File: src/rtl/vga_scanline_scheduler.sv
// VGA sync/visible generation plus a 2x-vertical line-fetch scheduler with underrun detection.
// Optional: define VGA_SCANLINE_UNDERRUN_COUNT_EN to add a saturating 16-bit underrun counter.
module vga_scanline_scheduler #(
  parameter int WIDTH          = 800,
  parameter int HEIGHT         = 525,
  parameter int WIDTH_VISIBLE  = 640,
  parameter int HEIGHT_VISIBLE = 480,
  parameter int H_FRONT        = 16,
  parameter int H_SYNC         = 96,
  parameter int V_FRONT        = 10,
  parameter int V_SYNC         = 2,
  parameter int FETCH_LEAD     = 64,
  parameter int PIXEL_BITWIDTH = 11
) (
  input  logic                      i_clk,
  input  logic                      i_reset,
  input  logic [PIXEL_BITWIDTH-1:0] i_x,
  input  logic [PIXEL_BITWIDTH-1:0] i_y,
  output logic                      o_hsync,
  output logic                      o_vsync,
  output logic                      o_visible,
  output logic                      o_frame_start,
  output logic                      o_fetch_req,
  output logic [7:0]                o_fetch_line,
  input  logic                      i_fetch_ack,
`ifdef VGA_SCANLINE_UNDERRUN_COUNT_EN
  output logic [15:0]               o_underrun_count,
`endif
  output logic                      o_line_ready,
  output logic                      o_underrun
);

  localparam int PW = PIXEL_BITWIDTH;

  localparam logic [PW-1:0] X_VIS    = PW'(WIDTH_VISIBLE);
  localparam logic [PW-1:0] Y_VIS    = PW'(HEIGHT_VISIBLE);
  localparam logic [PW-1:0] HS_START = PW'(WIDTH_VISIBLE + H_FRONT);
  localparam logic [PW-1:0] HS_END   = PW'(WIDTH_VISIBLE + H_FRONT + H_SYNC);
  localparam logic [PW-1:0] VS_START = PW'(HEIGHT_VISIBLE + V_FRONT);
  localparam logic [PW-1:0] VS_END   = PW'(HEIGHT_VISIBLE + V_FRONT + V_SYNC);
  localparam logic [PW-1:0] X_FETCH  = PW'(WIDTH - FETCH_LEAD);
  localparam logic [PW-1:0] X_LAST   = PW'(WIDTH - 1);
  localparam logic [PW-1:0] Y_LAST   = PW'(HEIGHT - 1);

  typedef enum logic {IDLE, REQ} fetch_state_e;

  // ---------------------------------------------------------------------------
  // Timing outputs: pure decode of x/y, one register stage.
  // ---------------------------------------------------------------------------
  logic hsync_d, vsync_d, visible_d, frame_start_d;
  logic hsync_q, vsync_q, visible_q, frame_start_q;

  always_comb begin
    hsync_d       = !((i_x >= HS_START) && (i_x < HS_END));
    vsync_d       = !((i_y >= VS_START) && (i_y < VS_END));
    visible_d     = (i_x < X_VIS) && (i_y < Y_VIS);
    frame_start_d = (i_x == '0) && (i_y == '0);
  end

  always_ff @(posedge i_clk or posedge i_reset) begin
    if (i_reset) begin
      hsync_q       <= 1'b1;
      vsync_q       <= 1'b1;
      visible_q     <= 1'b0;
      frame_start_q <= 1'b0;
    end else begin
      hsync_q       <= hsync_d;
      vsync_q       <= vsync_d;
      visible_q     <= visible_d;
      frame_start_q <= frame_start_d;
    end
  end

  // ---------------------------------------------------------------------------
  // Fetch scheduler. Only even next lines are fetched, so each source line
  // feeds two displayed lines.
  // ---------------------------------------------------------------------------
  logic [PW-1:0] next_y;
  logic          start_fetch;
  logic          underrun_set;
  logic [7:0]    fetch_line_d;

  fetch_state_e  state_q;
  logic          fetch_req_q;
  logic [7:0]    fetch_line_q;
  logic          line_ready_q;
  logic          underrun_q;

  always_comb begin
    next_y       = (i_y == Y_LAST) ? '0 : i_y + 1'b1;
    start_fetch  = (i_x == X_FETCH) && !next_y[0] && (next_y < Y_VIS);
    fetch_line_d = 8'(next_y >> 1);
    // An ack on the deadline cycle wins over the underrun.
    underrun_set = (state_q == REQ) && !i_fetch_ack && (i_x == X_LAST);
  end

  always_ff @(posedge i_clk or posedge i_reset) begin
    if (i_reset) begin
      state_q      <= IDLE;
      fetch_req_q  <= 1'b0;
      fetch_line_q <= '0;
      line_ready_q <= 1'b0;
      underrun_q   <= 1'b0;
    end else begin
      underrun_q <= 1'b0;
      case (state_q)
        IDLE: begin
          if (start_fetch) begin
            state_q      <= REQ;
            fetch_req_q  <= 1'b1;
            fetch_line_q <= fetch_line_d;
            line_ready_q <= 1'b0;
          end
        end
        REQ: begin
          if (i_fetch_ack) begin
            state_q      <= IDLE;
            fetch_req_q  <= 1'b0;
            line_ready_q <= 1'b1;
          end else if (underrun_set) begin
            state_q     <= IDLE;
            fetch_req_q <= 1'b0;
            underrun_q  <= 1'b1;
          end
        end
        default: begin
          state_q     <= IDLE;
          fetch_req_q <= 1'b0;
        end
      endcase
    end
  end

`ifdef VGA_SCANLINE_UNDERRUN_COUNT_EN
  logic [15:0] underrun_cnt_q;

  // Counts on the same edge that raises o_underrun so the two stay aligned.
  always_ff @(posedge i_clk or posedge i_reset) begin
    if (i_reset)
      underrun_cnt_q <= '0;
    else if (underrun_set && (underrun_cnt_q != 16'hFFFF))
      underrun_cnt_q <= underrun_cnt_q + 16'd1;
  end

  assign o_underrun_count = underrun_cnt_q;
`endif

  assign o_hsync       = hsync_q;
  assign o_vsync       = vsync_q;
  assign o_visible     = visible_q;
  assign o_frame_start = frame_start_q;
  assign o_fetch_req   = fetch_req_q;
  assign o_fetch_line  = fetch_line_q;
  assign o_line_ready  = line_ready_q;
  assign o_underrun    = underrun_q;

endmodule

File: config.mk
export PLATFORM = sky130hd
export DESIGN_NAME = vga_scanline_scheduler
export DESIGN_NICKNAME = d
export VERILOG_FILES = /design/src/rtl/vga_scanline_scheduler.sv
export SDC_FILE = /design/constraint.sdc
export NUM_CORES = 1
export LEC_CHECK = 0
export CELL_PAD_IN_SITES_DETAIL_PLACEMENT = 1
export CELL_PAD_IN_SITES_GLOBAL_PLACEMENT = 2
export CORE_AREA = 2 2 72 74
export CTS_CLUSTER_DIAMETER = 100
export DETAILED_ROUTE_END_ITERATION = 10
export DIE_AREA = 0 0 74 76
export PLACE_DENSITY = 0.75
export RECOVER_POWER = 100
export SYNTH_ARGS = -nofsm -noshare
export SYNTH_HDL_FRONTEND = slang
export SYNTH_SLANG_ARGS = --single-unit
File: constraint.sdc
create_clock -name i_clk -period 2.1 [get_ports i_clk]
set_clock_uncertainty 0.15 [all_clocks]
set_input_delay 0.42 -clock i_clk [delete_from_list [all_inputs] [get_ports i_clk]]
set_output_delay 0.42 -clock i_clk [all_outputs]
set_load 0.005 [all_outputs]
Word-level counts from Yosys, hierarchy flattened
Index checks and enable logic that the tools add are counted.
Widths: inputs -> output; s select.

storage, ports and cells
  memories = 0
  word-level logic and storage cells = 56
  bits in read-only memories = 0
  bits of input ports = 25
  output and inout port bits = 15
  latch bits = 0
  RAM bits = 0
  bits in registers = 16

operators by class
  add/subtract/negate cells = 1
  eq/ne operators = 6
  reductions and logical operators = 17
  shift-type cells = 0
  magnitude comparators = 7
  div/mod/pow operators = 0
  muxes and demuxes = 15
  bitwise gates (word level) = 1
  multipliers = 0

operator list
  kind                   number
  $eq 11x10->1 const B   3
  $lt 11x9->1 const B    3
  $logic_not 11->1       2
  $lt 11x10->1 const B   2
  $add 11x1->11 const B  1
  $ge 11x10->1 const B   1
  $ge 11x9->1 const B    1
  $mux 1                 11
  $mux 11                1
  $logic_and 1x1->1      8
  $pmux 1 s2             3
  $reduce_and 2->1       3
  $logic_not 1->1        4
  $ne 2x2->1 const B     2
  $ne 3x3->1 const B     1
  $not 1->1              1

Logic depth before layout (Yosys ltp)
Gate-level depths: netlist of run 1.

  depth after elaboration = 7
  mapped depth = 7
  depth with buffers taken out = 7

Worst setup path before layout of run 1
OpenSTA, ideal clock, no wires.

  path type = input to register
  start = input i_y[0]
  end = register state_q
  data required time = 1.805 ns
  path slack = -0.009 ns
  library setup time = 0.145 ns
  stages = 6
  path buffers = 0
  data arrival time = 1.814 ns
  cell sequence = ha_1 nand2_1 or4_2 o2111a_1 o21ai_2 o221ai_1

on the way
  word-level cells in the longest chain between the ends = 7
  elaborated cells between the ends (all ways) = 9
  those cells by class = add/sub (1); order compare (1); eq/ne (1); mux (3); reduce/logical (3)

RTL lines
  element                                              RTL line  source
  start, declared                                      18        input logic [PIXEL_BITWIDTH-1:0] i_y,
  $add 11x1->11 or $eq 11x10->1 (tied branches)        90        next_y = (i_y == Y_LAST) ? '0 : i_y + 1'b1;
  $mux 11 *                                            90
  branches (longest 2 deep; another with $lt 11x9->1)  n/a
  $logic_and 1x1->1 *                                  91        start_fetch = (i_x == X_FETCH) && !next_y[0] && (next_y < Y_VIS);
  $mux 1 *                                             108       if (start_fetch) begin
  $pmux 1 s2 *                                         106       case (state_q)
  end signal, assigned                                 99        state_q <= IDLE;
  end signal, assigned                                 109       state_q <= REQ;
  end signal, assigned                                 117       state_q <= IDLE;
  end, declared                                        83        fetch_state_e state_q;

Mark *: on every way between the ends.
A chain may end at the register's enable or synchronous reset.

Final worst setup path of run 1
  start = input i_y[4]
  end = register fetch_line_q[1] (netlist: o_fetch_line[1])

on the way
  word-level cells in the longest chain between the ends = 6
  elaborated cells between the ends (all ways) = 8
  those cells by class = add/sub (1); order compare (1); eq/ne (1); mux (1); reduce/logical (4)

RTL lines
  element                                                RTL line  source
  branches (longest 1 deep; another with $add 11x1->11)  n/a
  $mux 11 *                                              90
  branches (longest 4 deep; another with $lt 11x9->1)    n/a
  end signal, assigned                                   111       fetch_line_q <= fetch_line_d;
  end, declared                                          85        logic [7:0] fetch_line_q;

Marked as above.

==> results of run 1 <==
## power breakdown
group | leakage, nW | internal, W | switching (W)
clock | 0.0288 | 0.000167 | 0.000125
combinational | 0.793 | 0.000117 | 0.000115
sequential | 0.195 | 0.000310 | 0.000000307
total | 1.02 | 0.000594 | 0.000240
## placed cells by master (no fill, tap or decap), drive strengths merged, types with 3 or more instances in the layout
cell type	n
o31a	3
clkdlybuf4s50	8
ha	3
nand2b	3
dlymetal6s2s	8
nand4b	3
buf	48
nor4	3
nor2	6
dlygate4sd3	16
nor3	5
nand2	17
inv	3
dlygate4sd2	6
or4	3
clkbuf	5
o2111ai	6
o21ai	6
nand3	14
dfrtp	14
nand4	3
xor2	5
o22ai	3
## layout make-up
class	count	area share, %
multi-input combinational	114	42.1
clock buffer	4	2.37
sequential	16	17.3
timing repair buffer	88	34.0
tap	70	3.76
inverter	3	0.484
## routing by layer
metal / track usage, % / vias up
met4: 6.18 / 0
met1: 23.7 / 709
met3: 0.794 / 9
met5: 0 / -
li1: - / 709
met2: 28.8 / 32
## state kept, by name (all words and copies together), names as in the netlist
signal and count:
o_fetch_line 8, o_fetch_req 1, o_frame_start 1, o_hsync 1
o_line_ready 1, o_underrun 1, o_visible 1, o_vsync 1
state_q 1
## worst paths after layout
path,slack (ns),startpoint,depth (start not counted),to
worst max-delay path,0.05,i_y[4],6,o_fetch_line[1]
worst min-delay path,0.36,i_x[4],3,o_hsync
worst max register to register,0.44,state_q,5,o_fetch_line[1]
worst min register to register,0.38,o_fetch_line[0],2,o_fetch_line[0]
max in group asynchronous,0.82,i_reset,2,o_fetch_line[3]
min in group asynchronous,0.55,i_reset,2,o_fetch_req
## timing repair
item | 4_1_cts | 5_1_grt
buffers inserted | 4 | 2
hold endpoints to repair | 0 | 0
setup endpoints to repair | 11 | 11
cloned | 1 | 0
pin swaps | 5 | 12
gates resized for setup | 31 | 27
## metrics by stage
| stage | total power (W) | setup WS (ns) | util [%] | std cells | TNS [ns] |
|---|---|---|---|---|---|
| after floorplan | 0.000383 | 0.0158 | - | 136 | 0 |
| after detailed placement | 0.000512 | -0.569 | 40.5 | 284 | -5.74 |
| after CTS | 0.000821 | 0.00291 | 44.5 | 293 | 0 |
| after global placement | 0.000506 | -0.502 | 40.5 | 284 | -4.97 |
| after global routing | 0.000862 | -0.0372 | 47.4 | 295 | -0.0867 |
| final | 0.000834 | 0.0510 | 47.4 | 295 | 0 |
## critical path: cells and delay by family
kind                   cells  cell delay (ns)
AOI/OAI and AO/OA          3             0.63
and+or+nand+nor            2             0.70
buffers and inverters      1             0.28
## cell families after synthesis
group,Yosys count
DFF,16
AOI/OAI and AO/OA,34
xor gates and xnor gates,6
adders and majority gates,3
muxes,1
and+or+nand+nor,69
buffers and inverters,7
==> reports/metrics.cfg, run 1 <==
[status]
status = finished clean

[global_routing]
antenna_found_initial = 0
gr-total-overflow = 0
grt_pass1_wl_um = 7690
grt_max_degree = 17
grtUsageTotal_pct = 17.4
grt_pass1_vias = 1550

[drt]
wl_per_cell_um = 16.6
avgViaCountPerCell = 4.95
drc = 0
routedLengthMet1_um = 2180
dr.pass1.iters = 4
wl_met3_um = 145
drtAntennaViolNets = 0
wl_um = 4890
met2WireLength_um = 2460
vias = 1459
drt_iter0_drc = 55
top_layer = met4

[cts]
root_buffer = clkbuf_8
numCtsBuffers = 3
cts.clk_slew.worst_paths_ns = 0.07
htree_levels = 1
cts.sinks = 16
cts_tree = built
clock_path_buffers = 2
cts-hold-fix-buffers = 0
clock_latency_ns = 0.26

[yosys]
yosysMostFrequentCell = nand2_1
synth_area_mm2 = 0.00122
synth_area_leaders = dfrtp_1 (29%), nand3_1 (5.3%), nand2_1 (5.2%), dfstp_2 (4.3%), o2111ai_1 (3.6%)
syn_avg_cell_area_um2 = 9.00
ys.flop_type = dfrtp_1
synth_simple_gate_area_share_pct = 32.7
syn-num-nets = 164
async_reset_ff_share_pct = 100
synth-seq-cells = 16
synth.largest_area_cell = dfrtp_1
synthCells = 136
synth_compound_area_share_pct = 22.3
synth_top_area_share_pct = 28.6
synth_fa_ha_area_share_pct = 3.07
yosysSeqAreaShare_pct = 32.9
synth-edff-count = 0
synth.distinct_cells = 53
synth_top_family_by_area = simple AND/OR/NAND/NOR gates
yosys_warnings = 0
synth_commonest_cells = nand2_1 (17), dfrtp_1 (14), nand3_1 (13)
synthXorXnorAreaFrac_pct = 4.29
yosys-mux-area-fraction_pct = 0.818

[cells_and_area]
multi_input_area_um2 = 980
seq_area_um2 = 403
final_area_mm2 = 0.00233
nNetsFinal = 254
drive_above_1_share_pct = 39.6
nFillCells = 557
syn_to_final_growth_pct = 90.2
insertedDiodeCount = 0

[timing]
fmax_mhz = 488
fin_crit_ns = 2.05
worstMarginPinSlew_ns = 0.668
slew_violations = 0
rsz0062_at_grt = yes
setup_viol = 0
hold_slack_ns = 0.361
final-hold-violation-count = 0
fin_crit_sh_pct = 97.6
slew_headroom_pct = 55.4

[placement]
gp_congestion = 0.844
numPortBuffers = 39
dpl-instance-area_mm2 = 0.00199
detailedPlacementHpwl_um = 3720

[floorplanning]
coreArea_mm2 = 0.00491
num_rows = 26
ioPinCount = 40
die_w_um = 74
start_util_pct = 24.9
die_area_mm2 = 0.00562
die_h_um = 76

[worst_setup_path]
cp_slowest_stage_delay_ns = 0.57
cp_slowest_cell = or4_4
crit_path_max_fanout = 5
cp-start-kind = input pin
crit_path_cell_trace = dlygate4sd2_1 -> nand3_4 -> or4_4 -> a21bo_4 -> o211ai_4 -> o22ai_1
critPathKind = in2reg
crit_required_ns = 2.09
arrival_ns = 2.04
end_kind = flip-flop

[power_and_ir_drop]
p_leak_nw = 1.02
ir_drop_mv = 0.192
power_density_mw_per_mm2 = 359

[min_path]
hold_class = in2reg

[job]
max-cap-violations = 0

No activity file was read; power rests on OpenSTA's default activity.
==> run 2: changes to the inputs <==
--- a/config.mk
+++ b/config.mk
@@ -7,12 +7,14 @@
 export LEC_CHECK = 0
 export CELL_PAD_IN_SITES_DETAIL_PLACEMENT = 1
 export CELL_PAD_IN_SITES_GLOBAL_PLACEMENT = 2
-export CORE_AREA = 2 2 72 74
+export CORE_AREA = 2 2 62 64
 export CTS_CLUSTER_DIAMETER = 100
 export DETAILED_ROUTE_END_ITERATION = 10
-export DIE_AREA = 0 0 74 76
-export PLACE_DENSITY = 0.75
+export DIE_AREA = 0 0 64 66
+export DONT_BUFFER_PORTS = 1
+export PLACE_DENSITY = 0.74
 export RECOVER_POWER = 100
+export SLEW_MARGIN = 20
 export SYNTH_ARGS = -nofsm -noshare
 export SYNTH_HDL_FRONTEND = slang
 export SYNTH_SLANG_ARGS = --single-unit
==> run 2 against run 1 <==
Against the previous run:
- non-clock buffer count shrank 78
- setup slack gained 0.091 ns
- core utilization shrank 9.6 points
- clock power shrank 42%
- cell area shrank 42%
- sequential power is essentially flat
- sequential share of layout area grew 13 points
- worst hold slack lost 0.25 ns
- die area shrank 25%
- total power shrank 33%
- register-to-register slack lost 0.12 ns
==> reports/metrics.cfg, run 2 (same netlist as run 1, synthesis figures left out) <==
[status]
status = finished clean

[worst_setup_path]
arrival_ns = 1.97  ; -0.07 ns
crit_required_ns = 2.11  ; +0.02 ns
critPathKind = in2reg
crit_start = i_y[4]
crit_path_max_fanout = 9  ; +4
crit_path_cell_trace = nand3_4 -> or4_1 -> a21bo_1 -> o21ai_1 -> o221ai_1
rr_startpoint = state_q
cp_slowest_stage_delay_ns = 0.62  ; +0.05 ns
critical_path.endpoint = state_q
r2r_end = o_fetch_line[0]
end_kind = flip-flop
r2r_slack_ns = 0.32  ; -0.12 ns
cp-start-kind = input pin
cp_slowest_cell = or4_1
worstRegToRegCells = 4  ; -1

[cells_and_area]
layout_common_cells = nand2_1 (17), dfrtp_1 (14), nand3_1 (13)
syn_to_final_growth_pct = 9.61
multi_input_area_um2 = 767  ; -22%
insertedDiodeCount = 0  ; unchanged
fin_cells = 194  ; -34%
drive_above_1_share_pct = 15.1  ; -24 points
final_core_util_pct = 37.8  ; -9.6 points
nNetsFinal = 175  ; -31%
nFillCells = 424  ; -24%
mostFrequentLayoutCell = nand2_1
seq_area_um2 = 403  ; unchanged
largest_register_ffs = 8  ; unchanged

[timing]
setup_viol = 0  ; unchanged
slew_headroom_pct = 59.5  ; +4.2 points
fmax_mhz = 511  ; +4.6%
worstMarginPinSlew_ns = 0.606  ; -0.0622 ns
final-hold-violation-count = 0  ; unchanged
tns_ns = 0  ; unchanged
timing.final.ws_setup_ns = 0.142  ; +0.0907 ns
fin_crit_sh_pct = 93.3  ; -4.3 points
slew_violations = 0  ; unchanged
rsz0062_at_grt = no
fin_crit_ns = 1.96  ; -0.0907 ns

[floorplanning]
die_h_um = 66  ; -13%
start_util_pct = 34.5  ; +9.6 points
ioPinCount = 40  ; unchanged
coreArea_mm2 = 0.00355  ; -28%
die_w_um = 64  ; -14%
num_rows = 22  ; -15%
die_area_mm2 = 0.00422  ; -25%

[drt]
wl_per_cell_um = 17.7  ; +7.0%
drt_iter0_drc = 22  ; -60%
routedLengthMet1_um = 1650  ; -25%
wl_met3_um = 162  ; +12%
drtAntennaViolNets = 0  ; unchanged
vias = 1151  ; -21%
avgViaCountPerCell = 5.93  ; +20%
dr.pass1.iters = 4  ; unchanged
drc = 0  ; unchanged
top_layer = met4
met2WireLength_um = 1590  ; -35%
wl_um = 3440  ; -30%

[cts]
postCtsSetupRepairBufs = 0  ; -4
htree_levels = 1  ; unchanged
clock_path_buffers = 2  ; unchanged
cts_tree = built
numCtsBuffers = 3  ; unchanged
cts.sinks = 16  ; unchanged
cts.clk_slew.worst_paths_ns = 0.09  ; +0.02 ns
root_buffer = clkbuf_4
cts_resized = 0  ; -100%
clock_latency_ns = 0.28  ; +0.02 ns
cts-hold-fix-buffers = 1  ; +1

[global_routing]
grtUsageTotal_pct = 17.8  ; +0.42 points
grt_max_degree = 17  ; unchanged
grt_pass1_wl_um = 5880  ; -24%
antenna_found_initial = 0  ; unchanged
gr-total-overflow = 0  ; unchanged
grt_pass1_vias = 1233  ; -20%

[job]
max-cap-violations = 0  ; unchanged

[placement]
dp.cells = 189  ; -33%
pre_cts_ws_ns = -0.0650  ; +0.504 ns
gp_congestion = 0.848  ; +0.41%
numPortBuffers = 0  ; -100%
detailedPlacementHpwl_um = 2800  ; -25%

[power_and_ir_drop]
ir_drop_mv = 0.129  ; -32%
power_density_mw_per_mm2 = 418  ; +17%
p_leak_nw = 0.528  ; -48%
power_w = 0.000561  ; -33%

[min_path]
hold_class = in2reg

[run 2: report_power, final]
| part | internal (W) | total (W) | leakage [nW] | switching [W] |
|---|---|---|---|---|
| combinational | 0.0000367 | 0.0000827 | 0.317 | 0.0000460 |
| clock | 0.0000737 | 0.000168 | 0.0150 | 0.0000942 |
| sequential | 0.000310 | 0.000310 | 0.195 | 0.000000638 |
| total | 0.000420 | 0.000561 | 0.528 | 0.000141 |
[run 2: worst max-delay path, delay by kind of cell]
kind	cells	cell delay [ns]
and+or+nand+nor	2	0.72
AOI/OAI and AO/OA	3	0.83
[run 2: worst min path at each step]
stage | startpoint | to | cells after the start
2_1_floorplan | i_reset | o_fetch_line[0] | 1
3_3_place_gp | i_reset | o_line_ready | 1
3_5_place_dp | i_reset | o_underrun | 1
4_1_cts | i_x[5] | o_hsync | 2
5_1_grt | i_y[1] | o_vsync | 1
6_report | i_x[5] | o_hsync | 2
[run 2: metrics by stage]
step,instance area (um^2),hold slack (ns)
6_report,1340,0.110
5_1_grt,1340,0.123
4_1_cts,1350,0.117
3_5_place_dp,1320,0.272
3_3_place_gp,1320,0.269
2_1_floorplan,1220,0.182
[run 2: area by class of cell]
type	count	area share, %
Inverter	3	0.840
Timing Repair Buffer	10	5.50
Sequential cell	16	30.0
Tap cell	48	4.48
Multi-Input combinational cell	113	57.2
Clock buffer	4	1.96
[run 2: routing by layer]
| metal | vias to the layer above | GRT usage (%) |
|---|---|---|
| met4 | 0 | 6.79 |
| met1 | 562 | 23.7 |
| li1 | 551 | - |
| met2 | 34 | 29.4 |
| met3 | 4 | 2.39 |
| met5 | - | 0 |
==> variant: new RTL, flow settings as in run 1 <==
The option `VGA_SCANLINE_UNDERRUN_COUNT_EN` is turned on by a define.
--- a/src/rtl/vga_scanline_scheduler.sv
+++ b/src/rtl/vga_scanline_scheduler.sv
@@ -1,5 +1,7 @@
 // VGA sync/visible generation plus a 2x-vertical line-fetch scheduler with underrun detection.
 // Optional: define VGA_SCANLINE_UNDERRUN_COUNT_EN to add a saturating 16-bit underrun counter.
+`define VGA_SCANLINE_UNDERRUN_COUNT_EN
+
 module vga_scanline_scheduler #(
   parameter int WIDTH          = 800,
   parameter int HEIGHT         = 525,
Behaviour (old outputs only; new: o_underrun_count): unchanged (Yosys induction, for registers that start in step).
==> variant against run 1 <==
Cell area grew 27%; worst setup slack lost 0.0032 ns; power grew 58%; critical endpoint is now o_fetch_line[0]$_DFFE_PP0P_; fmax shrank 0.16%; wire length grew 15%; critical path type unchanged; sequential cell count grew 16; clock power grew 78%; area after synthesis grew 48%; synthesized cell count grew 21%.
==> variant: results (changes against run 1) <==
Placement
  – Cell Area, Placed: 0.00277 sq mm (+39%)
  – Port buffer count: 55 (+41%)
  – Detailed Place HPWL: 4.20 mm (+13%)
  – GP Congestion: 0.893 (+5.7%)

Finish
  – Layout net count: 304 (+20%)
  – Final-layout fill cell count: 559 (+0.36%)
  – Largest register FFs: 16 (+8)

Yosys
  – Number of nets in the synthesized netlist: 194 (+18%)
  – Seq/Total Area, Yosys: 44.5% (+12 points)
  – Cell types with the highest counts after synthesis: sky130_fd_sc_hd__dfrtp_1, sky130_fd_sc_hd__xnor2_1, sky130_fd_sc_hd__nand2_1, sky130_fd_sc_hd__nand3_1, sky130_fd_sc_hd__nor2_1
  – Most area-consuming cells after synthesis: sky130_fd_sc_hd__dfrtp_1, sky130_fd_sc_hd__xnor2_1, sky130_fd_sc_hd__mux2_4, sky130_fd_sc_hd__xor2_1, sky130_fd_sc_hd__nand3_1
  – Xor and xnor area share after synthesis: 10.7% (+6.4 points)
  – Area fraction in compound gates after synthesis: 5.68% (-17 points)

Power and ir drop
  – Part of the power in registers: 47.0% (+9.8 points)
  – Proportion of power drawn by combinational gates: 13.5% (-14 points)
  – Standby leakage power: 1.45 nW (+42%)

Detailed routing
  – Via-per-instance ratio: 5.02 (+1.6%)
  – Detailed-routing wirelength on met1: 2.22 mm (+1.7%)
  – DR iter-0 viols: 48 (-13%)
  – Routed wire length: 5.65 mm (+15%)
  – Routed length on met3: 174 microns (+20%)
  – Routed length on met2: 3.12 mm (+27%)

Clock tree
  – Worst skew pair latency: 0.28 ns (+0.02 ns)
  – Number of buffers inserted during clock tree synthesis: 5 (+2)

Global routing
  – Vias in the first global route: 1970 (+27%)
  – Global-route wire length before repair: 9.64 mm (+25%)
  – Routing usage on met3: 4.37% (+3.6 points)
  – GR Layer Usage met2: 40.0% (+11 points)
  – Global Route met1 Usage: 25.3% (+1.6 points)
  – Overall Global Routing Usage: 22.4% (+5.0 points)
  – Maximum number of pins on one net before global-route repair: 33 (+16)

Run status
  – Result of the run: complete, no violations

Worst setup path
  – Critical Path AT: 2.07 ns (+0.03 ns)

STA
  – Transition at the pin with the smallest max-transition slack: 0.777 ns (+0.108 ns)
==> variant: changes by cell type in the layout (fill, tap and decap cells not counted), moves of 4 or more <==
cell | run 1 | this run
sky130_fd_sc_hd__nand2_1 | 16 | 11
sky130_fd_sc_hd__dlymetal6s2s_1 | 8 | 2
sky130_fd_sc_hd__dlygate4sd3_1 | 16 | 32
sky130_fd_sc_hd__clkdlybuf4s50_1 | 8 | 1
sky130_fd_sc_hd__dfrtp_1 | 14 | 30
sky130_fd_sc_hd__mux2_4 | 0 | 8
sky130_fd_sc_hd__xnor2_1 | 1 | 14
sky130_fd_sc_hd__nand4_1 | 3 | 7
sky130_fd_sc_hd__buf_2 | 0 | 4
==> variant: final timing paths <==
| check | startpoint | to | slack (ns) | cells after the start |
|---|---|---|---|---|
| setup / recovery | i_x[10] | o_fetch_line[0]$_DFFE_PP0P_ | 0.05 | 7 |
| setup reg to reg | state_q$_DFF_PP0_ | o_fetch_line[0]$_DFFE_PP0P_ | 0.08 | 5 |
| hold reg to reg | o_underrun_count[5]$_DFFE_PP0P_ | o_underrun_count[5]$_DFFE_PP0P_ | 0.35 | 1 |
| hold / removal | i_x[2] | o_frame_start$_DFF_PP0_ | 0.28 | 3 |
| max in group asynchronous | i_reset | o_frame_start$_DFF_PP0_ | 0.67 | 3 |
| min in group asynchronous | i_reset | o_underrun_count[12]$_DFFE_PP0P_ | 0.64 | 3 |
==> variant: per-stage QoR <==
step	total power, mW	std cells	setup WS, ns	TNS, ns	hold slack (ns)
after floorplan	0.681	165	-0.0363	-0.254	0.327
after global placement	0.799	330	-0.533	-11.39	0.324
after detailed placement	0.807	330	-0.675	-13.49	0.346
after CTS	1.32	346	0.00169	0	0.266
after global routing	1.37	345	-0.0376	-0.193	0.266
final	1.32	345	0.0478	0	0.279
==> variant: worst max-delay path: stages <==
cell and delay [ns]:
sky130_fd_sc_hd__buf_8 0.10, sky130_fd_sc_hd__nor4bb_4 0.31, sky130_fd_sc_hd__nand4b_1 0.21, sky130_fd_sc_hd__nor4b_4 0.33, sky130_fd_sc_hd__o311a_4 0.26, sky130_fd_sc_hd__buf_8 0.13, sky130_fd_sc_hd__mux2_4 0.29
==> variant: cell type report <==
class	instances	area [sq um]	share of cell area, %
multi-input combinational	126	1050	35.3
timing repair buffer	106	916	30.9
sequential	32	803	27.1
clock buffer	7	96.3	3.25
tap	70	87.6	2.95
inverter	4	15.0	0.506
==> variant: repair_timing <==
item | in CTS | in global routing
gates cloned | 1 | 0
endpoints found under the setup margin | 27 | 24
setup buffers | 8 | 1
resized for setup | 59 | 21
pin swaps | 16 | 12
